<file path="config.mk">
export PLATFORM = sky130hd
export DESIGN_NAME = tri_bus_arbiter_flat
export DESIGN_NICKNAME = d
export VERILOG_FILES = /design/src/rtl/tri_bus_arbiter_if.sv /design/src/rtl/tri_bus_arbiter.sv /design/src/flat_wrapper.sv
export SDC_FILE = /design/constraint.sdc
export NUM_CORES = 1
export LEC_CHECK = 0
export ABC_AREA = 1
export ABC_CLOCK_PERIOD_IN_PS = 2300
export CAP_MARGIN = 40
export CORE_ASPECT_RATIO = 0.8
export CORE_MARGIN = 2
export CORE_UTILIZATION = 54
export DETAILED_ROUTE_END_ITERATION = 10
export PLACE_DENSITY = 0.75
export RECOVER_POWER = 50
export SYNTH_ARGS = -nofsm -noshare
export SYNTH_HDL_FRONTEND = slang
export SYNTH_SLANG_ARGS = --single-unit
</file>
<file path="constraint.sdc">
create_clock -name Clk -period 2.3 [get_ports Clk]
set_clock_uncertainty 0.15 [all_clocks]
set_input_delay 0.46 -clock Clk [delete_from_list [all_inputs] [get_ports Clk]]
set_output_delay 0.46 -clock Clk [all_outputs]
set_load 0.02 [all_outputs]
</file>
<file path="src/rtl/tri_bus_arbiter_if.sv">
// Bus-side handshake bundle for tri_bus_arbiter: requests in, grant/enable/owner status out.
interface tri_bus_arbiter_if #(
  parameter int N     = 4,
  parameter int IDX_W = 2
);
  logic [N-1:0]     Req;
  logic [N-1:0]     Grant;
  logic [N-1:0]     OE;
  logic [IDX_W-1:0] Owner;
  logic             Busy;
  logic             Preempt;

  modport master (input Req, output Grant, OE, Owner, Busy, Preempt);
  modport slave  (output Req, input Grant, OE, Owner, Busy, Preempt);
endinterface

</file>
<file path="src/rtl/tri_bus_arbiter.sv">
// Round-robin tristate bus arbiter with setup and turnaround cycles so enables never overlap.
// Optional forced release after MAX_HOLD drive cycles when BUS_TIMEOUT_EN is defined.
module tri_bus_arbiter #(
  parameter int N           = 4,
  parameter int IDX_W       = 2,
  parameter int TURN_CYCLES = 1,
  parameter int MAX_HOLD    = 16
) (
  input  logic             Clk,
  input  logic             Reset,
  tri_bus_arbiter_if.master bus
);

  localparam logic [1:0]       ST_IDLE   = 2'd0;
  localparam logic [1:0]       ST_SETUP  = 2'd1;
  localparam logic [1:0]       ST_DRIVE  = 2'd2;
  localparam logic [1:0]       ST_TURN   = 2'd3;
  localparam logic [3:0]       TURN_LOAD = 4'(TURN_CYCLES);
  localparam logic [IDX_W:0]   N_EXT     = (IDX_W+1)'(N);
  localparam logic [N-1:0]     ONE_HOT0  = {{(N-1){1'b0}}, 1'b1};

  if (IDX_W != $clog2(N) || N < 2 || N > 16 || TURN_CYCLES < 1 || TURN_CYCLES > 15 ||
      MAX_HOLD < 1 || MAX_HOLD > 255) begin : g_bad_param
    $error("tri_bus_arbiter: illegal parameter set");
  end

  logic [1:0]       state_r;
  logic [N-1:0]     grant_r;
  logic [N-1:0]     oe_r;
  logic [IDX_W-1:0] owner_r;
  logic             busy_r;
  logic [IDX_W-1:0] ptr_r;
  logic [3:0]       turn_r;

  logic             win_found_s;
  logic [IDX_W-1:0] win_idx_s;
  logic [IDX_W:0]   cand_s;
  logic [IDX_W:0]   ptr_nxt_s;
  logic [N-1:0]     win_oh_s;
  logic [N-1:0]     owner_oh_s;
  logic             owner_req_s;

`ifdef BUS_TIMEOUT_EN
  localparam logic [7:0] HOLD_LAST = 8'(MAX_HOLD - 1);
  localparam logic [7:0] HOLD_SAT  = 8'(MAX_HOLD);
  logic [7:0] hold_r;
  logic       preempt_r;
  logic       compete_s;
`endif

  // Round-robin search: first request at or above the pointer, wrapping modulo N.
  always_comb begin
    win_found_s = 1'b0;
    win_idx_s   = '0;
    cand_s      = '0;
    for (int i = 0; i < N; i++) begin
      cand_s = {1'b0, ptr_r} + (IDX_W+1)'(i);
      if (cand_s >= N_EXT) begin
        cand_s = cand_s - N_EXT;
      end else begin
        cand_s = cand_s;
      end
      if (!win_found_s && bus.Req[cand_s[IDX_W-1:0]]) begin
        win_found_s = 1'b1;
        win_idx_s   = cand_s[IDX_W-1:0];
      end else begin
        win_found_s = win_found_s;
      end
    end
  end

  // Pointer advance past the winner and one-hot decodes of winner and owner.
  always_comb begin
    ptr_nxt_s = {1'b0, win_idx_s} + {{IDX_W{1'b0}}, 1'b1};
    if (ptr_nxt_s >= N_EXT) begin
      ptr_nxt_s = '0;
    end else begin
      ptr_nxt_s = ptr_nxt_s;
    end
    win_oh_s    = ONE_HOT0 << win_idx_s;
    owner_oh_s  = ONE_HOT0 << owner_r;
    owner_req_s = bus.Req[owner_r];
  end

`ifdef BUS_TIMEOUT_EN
  // A competing request is any active request other than the owner's.
  always_comb begin
    compete_s = ((bus.Req & ~owner_oh_s) != '0);
  end
`endif

  // Arbiter state machine; all bus-facing outputs are registered here.
  always_ff @(posedge Clk) begin
    if (Reset) begin
      state_r <= ST_IDLE;
      grant_r <= '0;
      oe_r    <= '0;
      owner_r <= '0;
      busy_r  <= 1'b0;
      ptr_r   <= '0;
      turn_r  <= 4'd0;
`ifdef BUS_TIMEOUT_EN
      hold_r    <= 8'd0;
      preempt_r <= 1'b0;
`endif
    end else begin
`ifdef BUS_TIMEOUT_EN
      preempt_r <= 1'b0;
`endif
      case (state_r)
        ST_IDLE: begin
          if (win_found_s) begin
            state_r <= ST_SETUP;
            grant_r <= win_oh_s;
            owner_r <= win_idx_s;
            ptr_r   <= ptr_nxt_s[IDX_W-1:0];
            busy_r  <= 1'b1;
          end else begin
            grant_r <= '0;
            oe_r    <= '0;
            busy_r  <= 1'b0;
          end
        end
        ST_SETUP: begin
          // Owner withdrew before driving: the bus was never enabled, so skip turnaround.
          if (owner_req_s) begin
            state_r <= ST_DRIVE;
            oe_r    <= owner_oh_s;
`ifdef BUS_TIMEOUT_EN
            hold_r  <= 8'd0;
`endif
          end else begin
            state_r <= ST_IDLE;
            grant_r <= '0;
            busy_r  <= 1'b0;
          end
        end
        ST_DRIVE: begin
          if (!owner_req_s) begin
            state_r <= ST_TURN;
            grant_r <= '0;
            oe_r    <= '0;
            turn_r  <= TURN_LOAD;
`ifdef BUS_TIMEOUT_EN
          end else if (hold_r >= HOLD_LAST && compete_s) begin
            state_r   <= ST_TURN;
            grant_r   <= '0;
            oe_r      <= '0;
            turn_r    <= TURN_LOAD;
            preempt_r <= 1'b1;
          end else if (hold_r < HOLD_SAT) begin
            hold_r <= hold_r + 8'd1;
`endif
          end else begin
            state_r <= ST_DRIVE;
          end
        end
        ST_TURN: begin
          turn_r <= turn_r - 4'd1;
          if (turn_r <= 4'd1) begin
            state_r <= ST_IDLE;
            busy_r  <= 1'b0;
          end else begin
            state_r <= ST_TURN;
          end
        end
        default: begin
          state_r <= ST_IDLE;
          grant_r <= '0;
          oe_r    <= '0;
          busy_r  <= 1'b0;
        end
      endcase
    end
  end

  assign bus.Grant = grant_r;
  assign bus.OE    = oe_r;
  assign bus.Owner = owner_r;
  assign bus.Busy  = busy_r;
`ifdef BUS_TIMEOUT_EN
  assign bus.Preempt = preempt_r;
`else
  assign bus.Preempt = 1'b0;
`endif

endmodule

</file>
<file path="src/flat_wrapper.sv">
// flat-port wrapper written by rule: the top's interface ports become plain ports
module tri_bus_arbiter_flat 
#(
  parameter int N           = 4,
  parameter int IDX_W       = 2,
  parameter int TURN_CYCLES = 1,
  parameter int MAX_HOLD    = 16
)
  (Clk, Reset, bus_Req, bus_Grant, bus_OE, bus_Owner, bus_Busy, bus_Preempt);
  tri_bus_arbiter_if #(.N(N), .IDX_W(IDX_W)) bus_i ();
  input  logic Clk;
  input  logic Reset;
  input wire logic [$bits(bus_i.Req)-1:0] bus_Req;
  output wire logic [$bits(bus_i.Grant)-1:0] bus_Grant;
  output wire logic [$bits(bus_i.OE)-1:0] bus_OE;
  output wire logic [$bits(bus_i.Owner)-1:0] bus_Owner;
  output wire logic [$bits(bus_i.Busy)-1:0] bus_Busy;
  output wire logic [$bits(bus_i.Preempt)-1:0] bus_Preempt;
  assign bus_i.Req = bus_Req;
  assign bus_Grant = bus_i.Grant;
  assign bus_OE = bus_i.OE;
  assign bus_Owner = bus_i.Owner;
  assign bus_Busy = bus_i.Busy;
  assign bus_Preempt = bus_i.Preempt;
  tri_bus_arbiter #(.N(N), .IDX_W(IDX_W), .TURN_CYCLES(TURN_CYCLES), .MAX_HOLD(MAX_HOLD)) u_core (.Clk(Clk), .Reset(Reset), .bus(bus_i));
endmodule
</file>
==> key figures <==
Pwr
  – Sw frac: 48.7%
  – Switch Pwr: 0.918 mW
  – Leakage dissipation: 0.780 nW
  – Peak VDD IR: 0.471 mV
  – Int Pwr: 0.968 mW
  – PwrDens: 1150 mW/mm^2
  – Comb power frac: 65.8%
  – Reg power frac: 25.3%
  – Tot Pwr: 1.89 mW
  – Clk pwr share: 8.9%

Global route
  – Largest net degree at the start of global routing: 14
  – GRT Util Overall: 22.9%
  – Initial antenna violation count: 0
  – Vias in the first global route: 1209
  – Grt peak-use layer: met2
  – Met1 usage: 28.8%
  – M2 GR Usage: 39.5%
  – First-pass GRT wire length: 5220 um
  – Met3 global-route usage: 4.77%
  – GRT overflow: 0

STA
  – Fin. max-slew vios: 0
  – Fin crit share: 94.3%
  – RSZ-0062 raised after global routing: false
  – Min Hold Slack: 0.316 ns
  – Endpoints failing setup: 0
  – Final hold vios: 0
  – Fin crit period: 2.17 ns
  – Peak Freq: 461 MHz

Final layout
  – Share of layout cells above drive strength 1: 19.5%
  – Fill count: 226
  – ANT cells: 0
  – Final nets: 238
  – Area growth, synth to finish: 20.3%
  – Post-Layout Cell Count: 257
  – Post-route core utilization: 67.7%

Setup path
  – Endpoint class of the critical path: register
  – Worst R2R End: u_core.ptr_r[1]
  – Reg2reg start: u_core.ptr_r[0]
  – Startpoint Class: input pin
  – Worst EP required: 2.35 ns
  – Flop2flop setup slack: 0.16 ns
  – Path depth of the worst reg2reg path: 12
  – Crit path kind: in -> reg
  – Crit path arrival time: 2.22 ns
  – Crit Path Max Fanout: 4

Die
  – Die area: 0.00295 sq mm
  – Initial Util: 56.3%
  – Number of cell rows: 16
  – Die span in y: 49.0 um
  – Chip width: 60.2 um
  – Core Area: 0.00242 sq mm
  – Io pins: 18

Detailed routing
  – Remaining antenna violation count: 0
  – Total Wirelength: 3010 um
  – WL/cell: 11.7 um
  – Starting DRC count in detailed routing: 59
  – DRC: 0
  – Routed vias/inst: 5.18
  – Vias after detailed routing: 1330
  – 1st-pass router iterations: 4

Clock network
  – CTS tree: yes
  – PostCTS Resize Cnt: 0
  – Cts bufs inserted: 3
  – CTS clk-pin slew, worst paths: 0.10 ns
  – Hold_buf cts: 0
  – Worst skew pair latency: 0.30 ns
  – Post CTS Setup Buffer Count: 0
  – CTS root buf: clkbuf_4
  – H-Tree Depth: 1
  – Clk buf depth: 2
  – CTS Sinks: 19

Synthesis
  – Post-synthesis sequential area ratio: 27.9%
  – Yosys cell types: 29
  – Post-synth top area share: 27.9%
  – Post-synthesis cell count: 193
  – Post-synthesis net count: 209
  – Register bit total from synthesis: 19
  – Yosys top cell by area: dfxtp_1
  – Synthesized cell area: 0.00136 sq mm
  – Largest cells by area after synthesis: dfxtp_1 (28%), nand2_1 (15%), ha_1 (9.2%)
  – Yosys warning count: 0
  – Mapped Avg Cell Area: 7.07 sq um

Place
  – Routability congestion estimate: 0.898
  – Post-DP HPWL: 2460 um
  – DP Cell Count: 253
  – IO buf count: 16

Min path
  – Worst hold path class: reg -> reg
  – Hold Path End: u_core.bus.OE[2]
  – Hold Crit Depth: 2
  – Hold_sp: u_core.bus.OE[2]

Job
  – Maxcap violations: 0

Status
  – Status: finished, final reports clean
## power by group through the flow
stage / logic [mW] / registers (mW) / clock network (mW)
6_report: 1.24 / 0.477 / 0.168
5_1_grt: 1.37 / 0.489 / 0.185
4_1_cts: 1.26 / 0.478 / 0.173
3_5_place_dp: 1.25 / 0.485 / 0
3_3_place_gp: 1.21 / 0.482 / 0
2_1_floorplan: 0.830 / 0.511 / 0
## per-stage QoR
stage / instance area, sq um / worst slack [ns] / setup TNS [ns]
2_1_floorplan: 1360 / 0.422 / 0
3_5_place_dp: 1620 / -0.183 / -0.538
3_3_place_gp: 1620 / -0.0818 / -0.144
5_1_grt: 1640 / 0.0231 / 0
6_report: 1640 / 0.130 / 0
4_1_cts: 1650 / 0.140 / 0
## final cells by class
| class | count | area (sq um) | area share [%] |
|---|---|---|---|
| flip-flops and latches | 19 | 380 | 23.2 |
| well taps | 36 | 45.0 | 2.75 |
| repair buffers | 28 | 246 | 15.0 |
| clock buffers | 4 | 26.3 | 1.60 |
| inverters | 25 | 93.8 | 5.72 |
| multi-input cells | 145 | 848 | 51.7 |
## metal layers
layer | vias up | part of all wire (%)
li1 | 679 | -
met1 | 623 | 46
met2 | 25 | 50
met3 | 3 | 4.2
met4 | 0 | 0.47
met5 | - | 0
## flip-flops by register name (all words and copies together), names as in the netlist
name              cells
u_core.bus.Busy       1
u_core.bus.Grant      4
u_core.bus.OE         4
u_core.bus.Owner      2
u_core.ptr_r          2
u_core.state_r        2
u_core.turn_r         4
## synth_stat cells
cell           instances
nor2_8                 1
conb_1                 1
and3_1                 1
nand4_1                2
a21oi_1               18
dfxtp_1               19
o21ai_1                4
nand2_4                7
o21ai_0                5
buf_4                  2
clkinv_1               1
nand2_1               53
nand3_2                3
nand2_2                6
inv_1                 16
nand3_4                1
a21oi_2                1
o21ai_2                3
nor2_1                10
buf_6                  1
ha_1                  10
o31ai_1                1
nand3b_1               4
a31oi_1                1
inv_2                  8
nand3_1               10
dlygate4sd1_1          1
nor3b_2                1
nor3_1                 2
## how the worst max path moves through the flow
stage,endpoint,slack (ns),from
6_report,u_core.ptr_r[1],0.13,bus_Req[1]
5_1_grt,u_core.ptr_r[1],0.02,bus_Req[1]
4_1_cts,u_core.ptr_r[1],0.14,bus_Req[1]
3_5_place_dp,u_core.ptr_r[1],-0.18,bus_Req[1]
3_3_place_gp,u_core.ptr_r[1],-0.08,bus_Req[1]
2_1_floorplan,u_core.ptr_r[1],0.42,bus_Req[0]
## cell families after synthesis
kind of cell | synth area share [%]
AOI/OAI and AO/OA | 13.5
and+or+nand+nor | 39.7
adders and majority gates | 9.17
other | 0.275
buffers and inverters | 9.45
DFF | 27.9
## critical path: stages
cell	delay, ns
clkdlybuf4s50_1	0.52
inv_1	0.07
nand2_2	0.07
nand2_1	0.06
o21ai_2	0.17
inv_2	0.09
nand3b_1	0.08
nand3_1	0.07
nand2_1	0.07
inv_1	0.06
ha_1	0.30
o21ai_1	0.15
a21oi_1	0.05
## placed cells by master (no fill, tap or decap), drive strengths merged
master         count
nand2             66
inv               24
a21oi             19
dfxtp             19
nand3             14
o21ai             12
buf               11
nor2              11
ha                10
dlygate4sd3        9
clkdlybuf4s50      7
clkbuf             5
nand3b             4
nand4              2
nor3               2
clkinv             1
nor3b              1
o31ai              1
a31oi              1
and3               1
conb               1
Power figures use the tool's default switching activity.
